$ cat src/rtl/output_handler_pkg.sv
// Shared framing definitions for the uart link: sync byte, field offsets,
// state encodings and the checksum rule used by both frame directions.
package output_handler_pkg;

  localparam logic [7:0] SYNC_BYTE     = 8'hA5;
  localparam int         PAYLOAD_BYTES = 32;
  localparam int         DATA_WIDTH    = 8 * PAYLOAD_BYTES;
  localparam int         FRAME_BYTES   = 5 + PAYLOAD_BYTES;

  localparam logic [15:0] PAYLOAD_LEN = 16'(PAYLOAD_BYTES);

  // Byte offsets inside a frame, sized to the 6-bit byte counter.
  localparam logic [5:0] IDX_SYNC    = 6'd0;
  localparam logic [5:0] IDX_CMD     = 6'd1;
  localparam logic [5:0] IDX_LEN_HI  = 6'd2;
  localparam logic [5:0] IDX_LEN_LO  = 6'd3;
  localparam logic [5:0] IDX_PAYLOAD = 6'd4;
  localparam logic [5:0] IDX_CSUM    = 6'(FRAME_BYTES - 1);

  typedef enum logic [7:0] {
    ST_IDLE       = 8'h00,
    ST_LOAD       = 8'h01,
    ST_SEND       = 8'h02,
    ST_WAIT_START = 8'h03,
    ST_WAIT_DONE  = 8'h04,
    ST_DONE       = 8'h05
  } frame_state_e;

  // Every byte after SYNC contributes, except the checksum itself.
  function automatic logic is_summed(input logic [5:0] idx);
    return (idx != IDX_SYNC) && (idx != IDX_CSUM);
  endfunction

  function automatic logic [7:0] csum_add(input logic [7:0] acc, input logic [7:0] b);
    return acc + b;
  endfunction

endpackage

$ cat src/rtl/output_handler.sv
// Serialises a command byte and a 256-bit result into a framed, checksummed
// byte stream, handing one byte at a time to the uart transmitter.
module output_handler
  import output_handler_pkg::*;
(
  input  logic                  clk,
  input  logic                  rst_n,
  input  logic                  send,
  input  logic [7:0]            command,
  input  logic [DATA_WIDTH-1:0] data,
  input  logic                  is_transmitting,
  output logic                  transmit,
  output logic [7:0]            tx_byte,
  output logic                  busy,
  output logic                  done
);

  frame_state_e          state_q, state_d;
  logic [5:0]            idx_q, idx_d;
  logic [7:0]            csum_q, csum_d;
  logic [7:0]            cmd_q, cmd_d;
  logic [7:0]            tx_byte_q, tx_byte_d;
  logic [DATA_WIDTH-1:0] shift_q, shift_d;
  logic                  busy_q, busy_d;

  always_ff @(posedge clk or negedge rst_n) begin
    if (!rst_n) begin
      state_q   <= ST_IDLE;
      idx_q     <= '0;
      csum_q    <= '0;
      cmd_q     <= '0;
      tx_byte_q <= '0;
      shift_q   <= '0;
      busy_q    <= 1'b0;
    end else begin
      state_q   <= state_d;
      idx_q     <= idx_d;
      csum_q    <= csum_d;
      cmd_q     <= cmd_d;
      tx_byte_q <= tx_byte_d;
      shift_q   <= shift_d;
      busy_q    <= busy_d;
    end
  end

  always_comb begin
    state_d   = state_q;
    idx_d     = idx_q;
    csum_d    = csum_q;
    cmd_d     = cmd_q;
    tx_byte_d = tx_byte_q;
    shift_d   = shift_q;
    busy_d    = busy_q;
    transmit  = 1'b0;
    done      = 1'b0;

    case (state_q)
      ST_IDLE: begin
        if (send) begin
          cmd_d   = command;
          shift_d = data;
          csum_d  = '0;
          idx_d   = '0;
          busy_d  = 1'b1;
          state_d = ST_LOAD;
        end
      end

      ST_LOAD: begin
        // Payload always comes from the top of the shift register.
        case (idx_q)
          IDX_SYNC:   tx_byte_d = SYNC_BYTE;
          IDX_CMD:    tx_byte_d = cmd_q;
          IDX_LEN_HI: tx_byte_d = PAYLOAD_LEN[15:8];
          IDX_LEN_LO: tx_byte_d = PAYLOAD_LEN[7:0];
          IDX_CSUM:   tx_byte_d = csum_q;
          default:    tx_byte_d = shift_q[DATA_WIDTH-1 -: 8];
        endcase
        state_d = ST_SEND;
      end

      ST_SEND: begin
        if (!is_transmitting) begin
          transmit = 1'b1;
          if (is_summed(idx_q)) csum_d = csum_add(csum_q, tx_byte_q);
          state_d = ST_WAIT_START;
        end
      end

      ST_WAIT_START: begin
        if (is_transmitting) state_d = ST_WAIT_DONE;
      end

      ST_WAIT_DONE: begin
        if (!is_transmitting) begin
          if (idx_q == IDX_CSUM) begin
            state_d = ST_DONE;
          end else begin
            if (idx_q < IDX_CSUM)     idx_d   = idx_q + 6'd1;
            if (idx_q >= IDX_PAYLOAD) shift_d = shift_q << 8;
            state_d = ST_LOAD;
          end
        end
      end

      ST_DONE: begin
        done    = 1'b1;
        busy_d  = 1'b0;
        state_d = ST_IDLE;
      end

      default: state_d = ST_IDLE;
    endcase
  end

  assign tx_byte = tx_byte_q;
  assign busy    = busy_q;

endmodule

$ cat config.mk
export PLATFORM = sky130hd
export DESIGN_NAME = output_handler
export DESIGN_NICKNAME = d
export VERILOG_FILES = /design/src/rtl/output_handler_pkg.sv /design/src/rtl/output_handler.sv
export SDC_FILE = /design/constraint.sdc
export NUM_CORES = 1
export LEC_CHECK = 0
export BUFFER_PORTS_ARGS = -buffer_cell sky130_fd_sc_hd__clkbuf_2
export CORE_ASPECT_RATIO = 0.9
export CORE_UTILIZATION = 48
export CTS_CLUSTER_SIZE = 20
export DETAILED_ROUTE_END_ITERATION = 8
export PLACE_DENSITY = 0.8
export SLEW_MARGIN = 20
export SYNTH_ARGS = -nofsm -noshare
export SYNTH_HDL_FRONTEND = slang
export SYNTH_SLANG_ARGS = --single-unit
$ cat constraint.sdc
create_clock -name clk -period 4.44 [get_ports clk]
set_input_delay 0 -clock clk [delete_from_list [all_inputs] [get_ports clk]]
set_output_delay 0 -clock clk [all_outputs]
set_load 0.01 [all_outputs]
==> results.tsv, run 1 <==
stage	metric	value	unit
worst_setup_path	arrival	3.56	ns
synth	synth.most_common_cell	nand2_1	
synth	synth-simple-area-share	24.9	%
clock_tree	cts_root_buf	clkbuf_16	
place	dp_cells	2113	
worst_setup_path	crit_type	reg -> reg	
synth	synth_top_family_by_area	simple AND/OR/NAND/NOR gates	
sta	tns	0	ns
flow_run	max-cap-violations	0	
worst_setup_path	cp.required	4.89	ns
clock_tree	h-tree-depth	1	
clock_tree	cts-buffers-inserted	29	
clock_tree	clock_sinks	290	
die	dieArea	0.0283	mm^2
sta	slew_viol_final	0	
synth	syn_avg_cell_area	8.34	um^2
synth	synthCells	1591	
sta	finalCritPeriodShare	70.1	%
layout	stdcell_area	0.0185	mm^2
power_and_ir_drop	power_frac_comb	33.0	%
worst_setup_path	slowest_stage	buf_16	
routing	vias_per_cell	5.58	
synth	synth_fa_ha_area_share	1.19	%
die	dieHeight	160	um
grt	grt_pass1_wl	67500	um
die	initial_core_util	48.9	%
synth	ys_warn_count	0	
grt	grt_pass1_vias	13400	
routing	initialDrtViolationCount	1463	
sta	rsz0062_at_grt	no	
sta	slew_headroom	24.5	%
die	rows	57	
die	io_pins	279	
outcome	status	complete, no violations	
power_and_ir_drop	p_leak	8.49	nW
sta	hold_violations	0	
synth	yosysTopAreaCell	dfrtp_1	
synth	synth_compound_area_share	14.7	%
worst_setup_path	path_cells	inv_1 -> ha_1 -> or3b_2 -> nor2_1 -> buf_4 -> a221oi_4 -> buf_12 -> buf_16 -> nor2_1 -> a31oi_1	
hold_path	hp-class	in -> async	
clock_tree	cts_buffer_depth	3	
power_and_ir_drop	power.internal	6.91	mW
grt	antenna_found_initial	9	
worst_setup_path	path_common_cell	nor2_1	
place	numPortBuffers	278	
synth	synth_mux_area_share	0.0755	%
place	dp_hpwl	22300	um
die	core_area	0.0271	mm^2
worst_setup_path	worstSetupStartpoint	idx_q[0]$_DFFE_PN0P_	
power_and_ir_drop	swShare	36.8	%
synth	synthXorXnorAreaFrac	0.528	%
layout	fin_nets	2339	
worst_setup_path	cp-end-kind	flop	
synth	netlist.area_leader.share	54.7	%
routing	drc	0	
synth	yosysSeqAreaShare	54.7	%
worst_setup_path	cp-start-kind	flop	
worst_setup_path	worst-path-buf-inv	4	
worst_setup_path	worstReg2RegStart	idx_q[0]$_DFFE_PN0P_	
clock_tree	clk_pin_slew	0.07	ns
layout	drive_gt1_share	16.6	%
synth	synth.area.top_cells	dfrtp_1 55%, nand2_1 16%, a31oi_1 12%	
power_and_ir_drop	p_switching	4.03	mW
power_and_ir_drop	cellPowerDensity	592	mW/mm^2
synth	synth_edf_count	0	
worst_setup_path	cp_max_fo	203	
synth	async_reset_ff_share	100	%
power_and_ir_drop	vdd_ir_drop_max	0.367	mV
sta	setup_violations	0	
grt	grt-ovfl-total	0	
synth	synth-main-ff-cell	dfrtp_1	
place	placed_area	0.0147	mm^2
sta	finalCriticalPeriod	3.11	ns
routing	wl	42800	um
worst_setup_path	cp_top_family	buffers and inverters	
layout	area_growth	39.2	%
power_and_ir_drop	pwr-share-clk	23.4	%
synth	yosysUniqueCellTypes	47	
synth	ys_ff_latch	290	
grt	grtUsageTotal	30.1	%
layout	fin_cells	2444	
clock_tree	clock_latency	0.55	ns
clock_tree	tritoncts	done	
sta	tightest_slew	1.13	ns
die	die_w	177	um
routing	wl_per_cell	17.5	um
sta	fmax	0.321	GHz
place	gp_congestion	0.882	
synth	netlist_area	0.0133	mm^2
routing	drt_pre_antenna_iters	8	
power_and_ir_drop	seqPwrFrac	43.6	%
sta	skew	0.0103	ns
grt	grt_max_degree	299	
routing	vias	13600	
synth	ys_top_cells_by_count	555 x nand2_1, 290 x dfrtp_1, 267 x nor2_1	
worst_setup_path	critical-path-max-stage-delay	0.48	ns
routing	antenna_left	0	
synth	synth_fp_nets	1871	
## repair_timing
action / 4_1_cts / 5_1_grt
buffers inserted: 0 / 0
endpoints found under the hold margin: 397 / 0
resized for setup: 0 / 0
hold buffers: 268 / 0
## path summary, 6_finish.rpt
| kind | endpoint | cells past startpoint | slack, ns |
|---|---|---|---|
| setup / recovery | shift_q[103]$_DFFE_PN0P_ | 10 | 1.33 |
| hold / removal | csum_q[2]$_DFFE_PN0P_ | 2 | 0.12 |
| setup reg to reg | shift_q[103]$_DFFE_PN0P_ | 10 | 1.33 |
| hold reg to reg | shift_q[6]$_DFFE_PN0P_ | 2 | 0.47 |
| max in group asynchronous | shift_q[72]$_DFFE_PN0P_ | 3 | 3.06 |
| min in group clk | cmd_q[1]$_DFFE_PN0P_ | 4 | 0.19 |
## per-layer routing
metal	routed length [um]	up-vias	share of wire [%]	GRT usage (%)
met2	21200	764	49	50.5
met1	16300	6443	38	37.0
li1	-	6282	-	-
met3	3500	158	8.2	5.83
met4	1910	0	4.5	14.7
met5	0	-	0	0
## through the flow
| stage | setup slack, ns | total power, mW | hold slack, ns | utilization [%] |
|---|---|---|---|---|
| floorplan | 2.33 | 7.09 | -0.296 | - |
| finish | 1.33 | 10.9 | 0.123 | 68.1 |
| CTS | 1.52 | 10.7 | 0.172 | 68.0 |
| global placement | 1.70 | 7.78 | 0.170 | 54.4 |
| global route | 1.17 | 11.6 | 0.214 | 68.1 |
| detailed placement | 1.53 | 7.98 | 0.174 | 54.4 |
## layout make-up
cell class | instances | area, um^2
fill | 1961 | 8630
sequential | 290 | 7260
multi-input combinational | 1178 | 5490
timing repair buffer | 556 | 4250
clock buffer | 36 | 812
tap | 354 | 443
clock inverter | 17 | 175
antenna | 9 | 22.5
inverter | 4 | 15.0
## flip-flops by register name (all words and copies together), names as in the netlist
register	cells
shift_q	256
cmd_q	8
csum_q	8
tx_byte	8
idx_q	6
state_q	3
busy	1
## placed cells by master (no fill, tap or decap), types with 3 or more instances in the layout
cell	Yosys	final
clkbuf_16	0	29
clkinv_2	0	9
a21o_1	4	4
clkbuf_8	0	6
ha_1	11	11
diode_2	0	9
clkinvlp_4	0	3
nand2_1	555	554
inv_1	4	4
clkbuf_2	0	277
bufinv_16	0	3
o21ai_0	13	13
xor2_1	6	6
a31oi_1	249	249
buf_4	0	3
a21oi_1	9	9
a222oi_1	5	5
or3_1	3	3
nand3_1	14	14
buf_12	0	6
dlygate4sd3_1	0	268
nand2b_1	3	3
nor2_1	267	267
a41oi_1	3	3
dfrtp_1	290	290
## cells by family (layout without fill, tap and decap cells)
logic type	count (synthesis)	in the layout
compound gates	301	301
other cells	0	9
fa+ha+maj	12	12
mux	1	1
flops	290	290
simple gates	856	856
buf+inv	123	613
xor+xnor	8	8
## power groups by stage
stage | clock network, mW | registers [mW] | logic (mW)
2_1_floorplan | 0 | 4.47 | 2.61
3_3_place_gp | 0 | 4.67 | 3.11
3_5_place_dp | 0 | 4.72 | 3.26
4_1_cts | 2.58 | 4.69 | 3.46
5_1_grt | 2.70 | 4.89 | 4.06
6_report | 2.56 | 4.77 | 3.61
No activity file was read; power rests on OpenSTA's default activity.
==> inputs of run 2 (changes only) <==
- PLACE_DENSITY: 0.8 -> 0.82
- clock period: 4.44 -> 2.8 ns (I/O delays scaled with it)
==> results.tsv, run 2 (synthesis gave the netlist of run 1 again) <==
stage	metric	value	unit
outcome	status	complete, no violations	
grt	grt_pass1_vias	14300	
place	dp_hpwl	24100	um
routing	drt_pre_antenna_iters	8	
power_and_ir_drop	p_leak	8.60	nW
place	post-place-ws	0.334	ns
layout	fill_cells	1927	
worst_setup_path	cp-start-kind	flop	
clock_tree	clock_sinks	290	
clock_tree	h-tree-depth	1	
die	dieHeight	160	um
layout	layout_common_cells	554 x nand2_1, 290 x dfrtp_1, 277 x clkbuf_2	
layout	area_growth	41.0	%
sta	whs	0.0285	ns
sta	finalCritPeriodShare	92.7	%
clock_tree	cts_hold_buf	266	
clock_tree	clock_latency	0.58	ns
worst_setup_path	crit_type	reg -> reg	
hold_path	hp-class	in -> async	
place	gp_congestion	0.914	
clock_tree	clk_pin_slew	0.06	ns
sta	finalCriticalPeriod	2.60	ns
grt	antenna_found_initial	10	
routing	vias	14200	
grt	grt_max_degree	115	
clock_tree	post_cts_buffers	0	
clock_tree	ctsResizeCount	0	
die	core_area	0.0271	mm^2
place	numPortBuffers	278	
worst_setup_path	arrival	2.99	ns
power_and_ir_drop	power_frac_comb	33.8	%
routing	drc	0	
grt	grtUsageTotal	33.1	%
worst_setup_path	cp_max_fo	44	
grt	grt_pass1_wl	73400	um
layout	postLayoutCoreUtil	69.0	%
routing	initialDrtViolationCount	1551	
place	placed_area	0.0150	mm^2
routing	antenna_left	0	
layout	largest-register	shift_q	
routing	wl_per_cell	18.9	um
flow_run	max-cap-violations	0	
die	die_w	177	um
clock_tree	cts_root_buf	clkbuf_16	
routing	wl	46400	um
grt	grt-ovfl-total	0	
power_and_ir_drop	power.internal	11.2	mW
worst_setup_path	cp-end-kind	flop	
sta	setup_violations	0	
sta	skew	0.0340	ns
worst_setup_path	cp.required	3.19	ns
layout	final_common_cell	nand2_1	
layout	fin_cells	2461	
layout	drive_gt1_share	17.1	%
sta	slew_headroom	47.3	%
clock_tree	tritoncts	done	
layout	largest_reg_flops	256	
power_and_ir_drop	p_total	17.8	mW
place	dp_cells	2129	
power_and_ir_drop	swShare	37.0	%
layout	stdcell_area	0.0187	mm^2
worst_setup_path	worstReg2RegStart	idx_q[0]$_DFFE_PN0P_	
sta	rsz0062_at_grt	no	
power_and_ir_drop	cellPowerDensity	954	mW/mm^2
sta	timing.final.ws_setup	0.203	ns
sta	fmax	0.385	GHz
power_and_ir_drop	pwr-share-clk	23.6	%
sta	tightest_slew	0.790	ns
worst_setup_path	worstSetupStartpoint	idx_q[0]$_DFFE_PN0P_	
die	rows	57	
power_and_ir_drop	vdd_ir_drop_max	0.538	mV
die	initial_core_util	48.9	%
sta	tns	0	ns
sta	slew_viol_final	0	
routing	vias_per_cell	5.76	
sta	hold_violations	0	
die	io_pins	279	
power_and_ir_drop	seqPwrFrac	42.6	%
clock_tree	cts_buffer_depth	3	
die	dieArea	0.0283	mm^2
clock_tree	cts-buffers-inserted	30	
power_and_ir_drop	p_switching	6.60	mW
layout	fin_nets	2353	
[run 2: changes by cell type in the layout (fill, tap and decap cells not counted), moves of 2 or more]
| cell | before | now |
|---|---|---|
| buf_12 | 6 | 14 |
| buf_4 | 3 | 11 |
| clkbuf_1 | 1 | 6 |
| clkbuf_8 | 6 | 9 |
| clkinv_2 | 9 | 4 |
| clkinvlp_4 | 3 | 1 |
| diode_2 | 9 | 11 |
| dlygate4sd3_1 | 268 | 266 |
[run 2: cell type report]
cell class	instances	area [um^2]	area share, %
clock inverters	10	143	0.763
well taps	354	443	2.37
inverters	4	15.0	0.0803
flip-flops and latches	290	7260	38.8
multi-input cells	1178	5490	29.4
repair buffers	569	4430	23.7
clock buffers	45	897	4.80
diodes	11	27.5	0.147
[run 2: routing by layer]
layer | GRT usage, % | vias up | part of all wire [%]
li1 | - | 6311 | -
met1 | 39.5 | 6612 | 36
met2 | 54.6 | 968 | 48
met3 | 7.48 | 292 | 8.4
met4 | 19.6 | 0 | 6.9
met5 | 0 | - | 0
[run 2: final timing paths]
kind | cells past startpoint | slack, ns | end
max | 9 | 0.20 | shift_q[239]$_DFFE_PN0P_
max in group asynchronous | 3 | 1.77 | shift_q[230]$_DFFE_PN0P_
min in group clk | 4 | 0.03 | state_q[0]$_DFFE_PN0P_
max reg2reg | 9 | 0.20 | shift_q[239]$_DFFE_PN0P_
min reg2reg | 2 | 0.47 | shift_q[5]$_DFFE_PN0P_
min | 2 | 0.03 | cmd_q[0]$_DFFE_PN0P_
[run 2: critical path: stages (launching register included)]
cell	delay [ns]
dfrtp_1	0.42
inv_1	0.14
ha_1	0.21
or3b_2	0.50
nor2_1	0.26
a221oi_4	0.14
buf_12	0.23
buf_4	0.27
nor2_1	0.19
a31oi_1	0.08
[run 2: power groups by stage]
| stage | sequential [mW] | clock, mW | combinational, mW |
|---|---|---|---|
| floorplan | 7.10 | 0 | 4.14 |
| global placement | 7.41 | 0 | 5.10 |
| detailed placement | 7.51 | 0 | 5.36 |
| CTS | 7.46 | 4.21 | 5.70 |
| global route | 7.79 | 4.40 | 6.71 |
| finish | 7.59 | 4.21 | 6.02 |
